[src/rtl/arith_req_arbiter.sv]
// Two-requester round-robin front end for a shared 1-cycle registered arithmetic unit.
// One operation in flight; divide-by-zero is answered locally without touching the unit.
module arith_req_arbiter #(
    parameter int DATA_WIDTH = 8
) (
    input  logic                  clk,
    input  logic                  rst_n,
    input  logic                  req0_valid,
    output logic                  req0_ready,
    input  logic [1:0]            req0_fun,
    input  logic [DATA_WIDTH-1:0] req0_a,
    input  logic [DATA_WIDTH-1:0] req0_b,
    input  logic                  req1_valid,
    output logic                  req1_ready,
    input  logic [1:0]            req1_fun,
    input  logic [DATA_WIDTH-1:0] req1_a,
    input  logic [DATA_WIDTH-1:0] req1_b,
    output logic                  rsp_valid,
    input  logic                  rsp_ready,
    output logic                  rsp_id,
    output logic [DATA_WIDTH-1:0] rsp_data,
    output logic                  rsp_cout,
    output logic                  rsp_err,
    output logic [DATA_WIDTH-1:0] alu_in1,
    output logic [DATA_WIDTH-1:0] alu_in2,
    output logic [1:0]            alu_fun,
    output logic                  alu_en,
    input  logic [DATA_WIDTH-1:0] alu_out,
    input  logic                  alu_cout,
    input  logic                  alu_flag,
    output logic                  busy
);

    typedef enum logic [1:0] {
        S_IDLE  = 2'd0,
        S_ISSUE = 2'd1,
        S_WAIT  = 2'd2,
        S_RESP  = 2'd3
    } state_t;

    localparam logic [1:0] FUN_DIV = 2'b11;

    state_t                r_state;
    logic                  r_last_grant;
    logic                  r_id;
    logic [1:0]            r_fun;
    logic [DATA_WIDTH-1:0] r_a;
    logic [DATA_WIDTH-1:0] r_b;
    logic                  r_alu_en;
    logic                  r_rsp_valid;
    logic                  r_rsp_id;
    logic [DATA_WIDTH-1:0] r_rsp_data;
    logic                  r_rsp_cout;
    logic                  r_rsp_err;

    logic                  w_idle;
    logic                  w_grant0;
    logic                  w_grant1;
    logic                  w_accept;
    logic                  w_sel;
    logic [1:0]            w_fun;
    logic [DATA_WIDTH-1:0] w_a;
    logic [DATA_WIDTH-1:0] w_b;
    logic                  w_div0;

    // On a tie the requester that did not win last time is served.
    assign w_idle   = (r_state == S_IDLE);
    assign w_grant0 = req0_valid & (~req1_valid | r_last_grant);
    assign w_grant1 = req1_valid & (~req0_valid | ~r_last_grant);

    assign req0_ready = w_idle & w_grant0;
    assign req1_ready = w_idle & w_grant1;

    assign w_accept = req0_ready | req1_ready;
    assign w_sel    = req1_ready;
    assign w_fun    = w_sel ? req1_fun : req0_fun;
    assign w_a      = w_sel ? req1_a   : req0_a;
    assign w_b      = w_sel ? req1_b   : req0_b;
    assign w_div0   = (w_fun == FUN_DIV) && (w_b == '0);

    // Operand registers drive the unit directly, so they hold between operations.
    assign alu_in1   = r_a;
    assign alu_in2   = r_b;
    assign alu_fun   = r_fun;
    assign alu_en    = r_alu_en;
    assign rsp_valid = r_rsp_valid;
    assign rsp_id    = r_rsp_id;
    assign rsp_data  = r_rsp_data;
    assign rsp_cout  = r_rsp_cout;
    assign rsp_err   = r_rsp_err;
    assign busy      = ~w_idle;

    // NOTE: every register, including the operand/result holding registers, is reset so a
    // mid-operation reset drives all outputs to zero at once and discards the in-flight op.
    always_ff @(posedge clk or negedge rst_n) begin
        if (!rst_n) begin
            r_state      <= S_IDLE;
            r_last_grant <= 1'b1;
            r_id         <= 1'b0;
            r_fun        <= '0;
            r_a          <= '0;
            r_b          <= '0;
            r_alu_en     <= 1'b0;
            r_rsp_valid  <= 1'b0;
            r_rsp_id     <= 1'b0;
            r_rsp_data   <= '0;
            r_rsp_cout   <= 1'b0;
            r_rsp_err    <= 1'b0;
        end else begin
            // NOTE: default assignment first; alu_en is a single-cycle pulse issued only in ISSUE.
            r_alu_en <= 1'b0;
            case (r_state)
                S_IDLE: begin
                    if (w_accept) begin
                        r_fun        <= w_fun;
                        r_a          <= w_a;
                        r_b          <= w_b;
                        r_id         <= w_sel;
                        r_last_grant <= w_sel;
                        if (w_div0) begin
                            r_rsp_valid <= 1'b1;
                            r_rsp_id    <= w_sel;
                            r_rsp_data  <= '0;
                            r_rsp_cout  <= 1'b0;
                            r_rsp_err   <= 1'b1;
                            r_state     <= S_RESP;
                        end else begin
                            r_alu_en <= 1'b1;
                            r_state  <= S_ISSUE;
                        end
                    end
                end
                S_ISSUE: begin
                    r_state <= S_WAIT;
                end
                S_WAIT: begin
                    // A missing unit flag turns the result into an error with zero data.
                    r_rsp_valid <= 1'b1;
                    r_rsp_id    <= r_id;
                    r_rsp_data  <= alu_flag ? alu_out : '0;
                    r_rsp_cout  <= alu_cout;
                    r_rsp_err   <= ~alu_flag;
                    r_state     <= S_RESP;
                end
                S_RESP: begin
                    if (rsp_ready) begin
                        r_rsp_valid <= 1'b0;
                        r_state     <= S_IDLE;
                    end
                end
                default: begin
                    r_state <= S_IDLE;
                end
            endcase
        end
    end

endmodule

[config.mk]
export PLATFORM = sky130hd
export DESIGN_NAME = arith_req_arbiter
export DESIGN_NICKNAME = d
export VERILOG_FILES = /design/src/rtl/arith_req_arbiter.sv
export SDC_FILE = /design/constraint.sdc
export NUM_CORES = 1
export LEC_CHECK = 0
export CAP_MARGIN = 30
export CORE_MARGIN = 2
export CORE_UTILIZATION = 44
export CTS_BUF_LIST = sky130_fd_sc_hd__clkbuf_8 sky130_fd_sc_hd__clkbuf_16
export DETAILED_ROUTE_END_ITERATION = 6
export PLACE_DENSITY = 0.87
export SKIP_CTS_REPAIR_TIMING = 1
export SYNTH_ARGS = -nofsm -noshare
export SYNTH_HDL_FRONTEND = slang
export SYNTH_SLANG_ARGS = --single-unit
[constraint.sdc]
create_clock -name clk -period 6 [get_ports clk]
set_input_delay 1.5 -clock clk [delete_from_list [all_inputs] [get_ports clk]]
set_output_delay 1.5 -clock clk [all_outputs]
set_load 0.01 [all_outputs]
==> implementation parameters <==
Parameter                              Value

Worst setup path
  Worst Path Arrival ... about 3.0 ns
  Worst Setup Start Kind ... input port
  Type of the worst setup path ... in -> out
  Worst Path Required ... 4.50 ns
  Maximum fanout count along the critical path ... 3
  Category of the worst setup path capture point ... output port

Finish
  Nets@finish ... 301
  Number of filler cells placed in the layout ... approximately 320
  Number of antenna cells inserted ... 0
  Share of cells above drive strength 1 ... 0.0972
  Growth of design area from synthesis to finish ... 54.1%
  Area taken by multi-input logic gates ... ~810 sq um
  Non-Filler Instances ... about 300
  Storage element area ... 877 sq um

Pwr
  Internal Dissipation ... 0.769 mW
  Share of power burned in combinational logic ... 0.528
  Static Leakage ... about 1.3 nW
  Part of the total power dissipated in the clock network ... 0.137
  Switching share of power ... 0.359
  Cell Pwr Density ... 441 nW/um^2
  Net switching component of the power ... ~0.43 mW
  Sequential fraction of design power ... 0.335
  Maximum vdd ir drop ... ~0.23 mV

Detailed routing
  Met3 wirelength from detailed routing ... 338 microns
  Detailed-route wire length ... 4040 microns
  DRC violation count after routing ... 0
  Length of the first detailed-routing pass in iterations ... 2
  Uppermost layer routed ... met4
  Met2 wire len ... 1920 microns
  Number of vias per cell after detailed routing ... between 5 and 6
  Total number of vias ... between 1000 and 1500
  Post-route ant nets ... 0
  Wire length on met1 ... 1740 microns
  Average wire length per cell after detail routing ... between 10 and 15 microns
  Number of DRC markers after the initial detailed-route iteration ... 38

Floorplanning
  Rows ... 23
  Initial core utilization ... 0.448
  Floorplan Core Area ... just under 4000 sq um
  DIE WIDTH ... 67.3 microns
  Die Outline Area ... approximately 4500 sq um
  Top-level I/O count ... 85
  Chip height ... 67.3 microns

Yosys
  Leading area contributor after synthesis ... dfrtp_1
  Synthesis-stage register bit count ... 35
  Area share of the leading cell type in the synthesized netlist ... 0.482
  Syn_area_per_cell ... 10.9 sq um
  Library cells used by synthesis ... 32
  Number of instances in the synthesized netlist ... approximately 160
  Number of warnings issued by yosys ... 0
  Portion of the post-synthesis area used by sequential elements ... 0.497
  Post-synthesis cell area ... 1770 sq um
  Net Count, Synth ... 217
  Largest cells by area after synthesis ... dfrtp_1 48%, mux2i_1 11%, mux2_4 7.7%, o21ai_0 6.5%, nand2_1 4.5%

Clock network
  Clock transition at path regs ... 0.07 ns
  Insertion delay of the later-clocked pin in the worst-skew pair ... between 0.2 and 0.3 ns
  Clock tree from TritonCTS ... yes
  Buffer type at the clock tree root ... clkbuf_8
  Clock buffer count from CTS ... 5
  Number of sinks driven by the clock tree ... 35
  Longest Clk Path Bufs ... 2
  Htree depth ... 2

Timing
  Post-route fraction of the period consumed by the critical path ... 0.756
  Min Hold Slack ... 0.484 ns
  Minimum period implied by the final worst setup slack ... 4.54 ns
  Maximum clock frequency ... about 0.22 GHz
  Clk_skew ... 0.00578 ns
  Final number of setup-violating endpoints ... 0
  Unrepaired setup endpoints after global routing ... false
  Slew @ Worst Pin ... 0.767 ns
  Max_slew headroom ... 0.489
  Hold violation total from the final report ... 0
  Slew Viols, Final ... 0
  Setup TNS ... 0 ns

GRT
  First-pass GRT wire length ... roughly 6600 microns
  Global routing usage summed across all routing layers ... 0.194
  Vias in the first global route ... 1508
  Pin count of the biggest net entering global routing ... 36
  Initial antenna violation count ... 0
  Global route overflow ... 0

Placed design
  Final GP Congestion ... between 0.7 and 0.8
  Half-perimeter wire length of the detailed placement result ... 3090 microns
  Cell total after placement ... 289
  Port buffer count ... 84

Run status
  Outcome ... complete, no violations

Min path
  Hold Crit Class ... reg -> reg

Flow run
  Max_cap viols ... 0
[synthesized netlist by cell type]
library cell and n:
a21oi_1 3, a22o_1 1, a41oi_1 1, and2_1 1, and3_1 9, buf_2 2
buf_4 1, buf_6 1, clkbuf_1 5, dfrtp_1 34, dfstp_2 1, ha_1 4
inv_1 8, mux2_4 9, mux2i_1 19, nand2_1 21, nand2_2 1, nand2_4 1
nand3_1 1, nand3b_1 1, nor2_1 3, nor2b_1 1, nor3b_1 1, nor4_1 2
nor4bb_1 2, o2111ai_1 1, o211ai_1 1, o211ai_4 1, o21ai_0 23, o21ai_1 1
o32a_1 1, or2_1 1
[logic make-up (layout without fill, tap and decap cells)]
group                      count (synthesis)  count (layout)  share of synthesized area
AOI/OAI and AO/OA                         33              33                      0.113
adders and majority gates                  4               4                     0.0283
buffers and inverters                     17             102                     0.0439
DFF                                       35              35                      0.497
muxes                                     28              28                      0.184
and+or+nand+nor                           45              45                      0.133
[power groups by stage]
stage               sequential [mW]  combinational (mW)  clock [mW]
finish                        0.402               0.634       0.164
global route                  0.416               0.699       0.179
CTS                           0.403               0.643       0.171
detailed placement            0.407               0.641           0
global placement              0.404               0.624           0
floorplan                     0.445               0.311           0
[per-stage QoR]
stage	setup slack, ns	total power [mW]	utilization	instance area [sq um]
after global routing	1.37	1.30	0.690	2720
after CTS	1.46	1.22	0.690	2720
after detailed placement	1.47	1.05	0.668	2640
after global placement	1.50	1.03	0.668	2640
final	1.46	1.20	0.690	2720
after floorplan	2.44	0.756	-	1770
[cell type report]
cell class	count	area share
tap	50	0.0230
timing repair buffer	86	0.313
sequential	35	0.322
clock buffer	5	0.0253
multi-input combinational	110	0.299
inverter	8	0.0110
clock inverter	3	0.00598
[path summary, 6_finish.rpt]
| path | from | endpoint | slack [ns] | depth (start not counted) |
|---|---|---|---|---|
| setup / recovery | req1_valid | req1_ready | 1.46 | 5 |
| max in group asynchronous | rst_n | alu_in2[5] | 4.23 | 1 |
| hold reg to reg | alu_in1[1] | alu_in1[1] | 0.48 | 2 |
| setup reg to reg | r_state[0] | rsp_data[1] | 3.52 | 8 |
| hold / removal | alu_in1[1] | alu_in1[1] | 0.48 | 2 |
| min in group asynchronous | rst_n | rsp_data[0] | 1.29 | 1 |
[layer usage]
layer  vias up  track usage
li1        732            -
met1       701        0.227
met5         -            0
met3         5       0.0733
met2        59        0.328
met4         0       0.0612
[state kept, by name, summed over array words and instances, names as in the netlist]
signal / count
alu_fun: 2
r_id: 1
rsp_id: 1
r_state: 2
alu_in2: 8
rsp_cout: 1
r_last_grant: 1
alu_in1: 8
alu_en: 1
rsp_data: 8
rsp_valid: 1
rsp_err: 1
[layout by cell type, fill, tap and decap left out, drive strengths merged, types with 2 or more instances in the layout]
| cell type | synthesis | routed |
|---|---|---|
| a21oi | 3 | 3 |
| and3 | 9 | 9 |
| buf | 4 | 3 |
| clkbuf | 5 | 5 |
| clkdlybuf4s50 | 0 | 83 |
| dfrtp | 34 | 34 |
| ha | 4 | 4 |
| inv | 8 | 9 |
| mux2 | 9 | 9 |
| mux2i | 19 | 19 |
| nand2 | 23 | 23 |
| nor2 | 3 | 3 |
| nor4 | 2 | 2 |
| nor4bb | 2 | 2 |
| o211ai | 2 | 2 |
| o21ai | 24 | 24 |
[worst max-delay path, cell delays in order]
cell             delay, ns
clkdlybuf4s50_1       0.54
nand2_2               0.07
or2_1                 0.26
inv_1                 0.10
clkdlybuf4s50_1       0.56
Power figures use the tool's default switching activity.
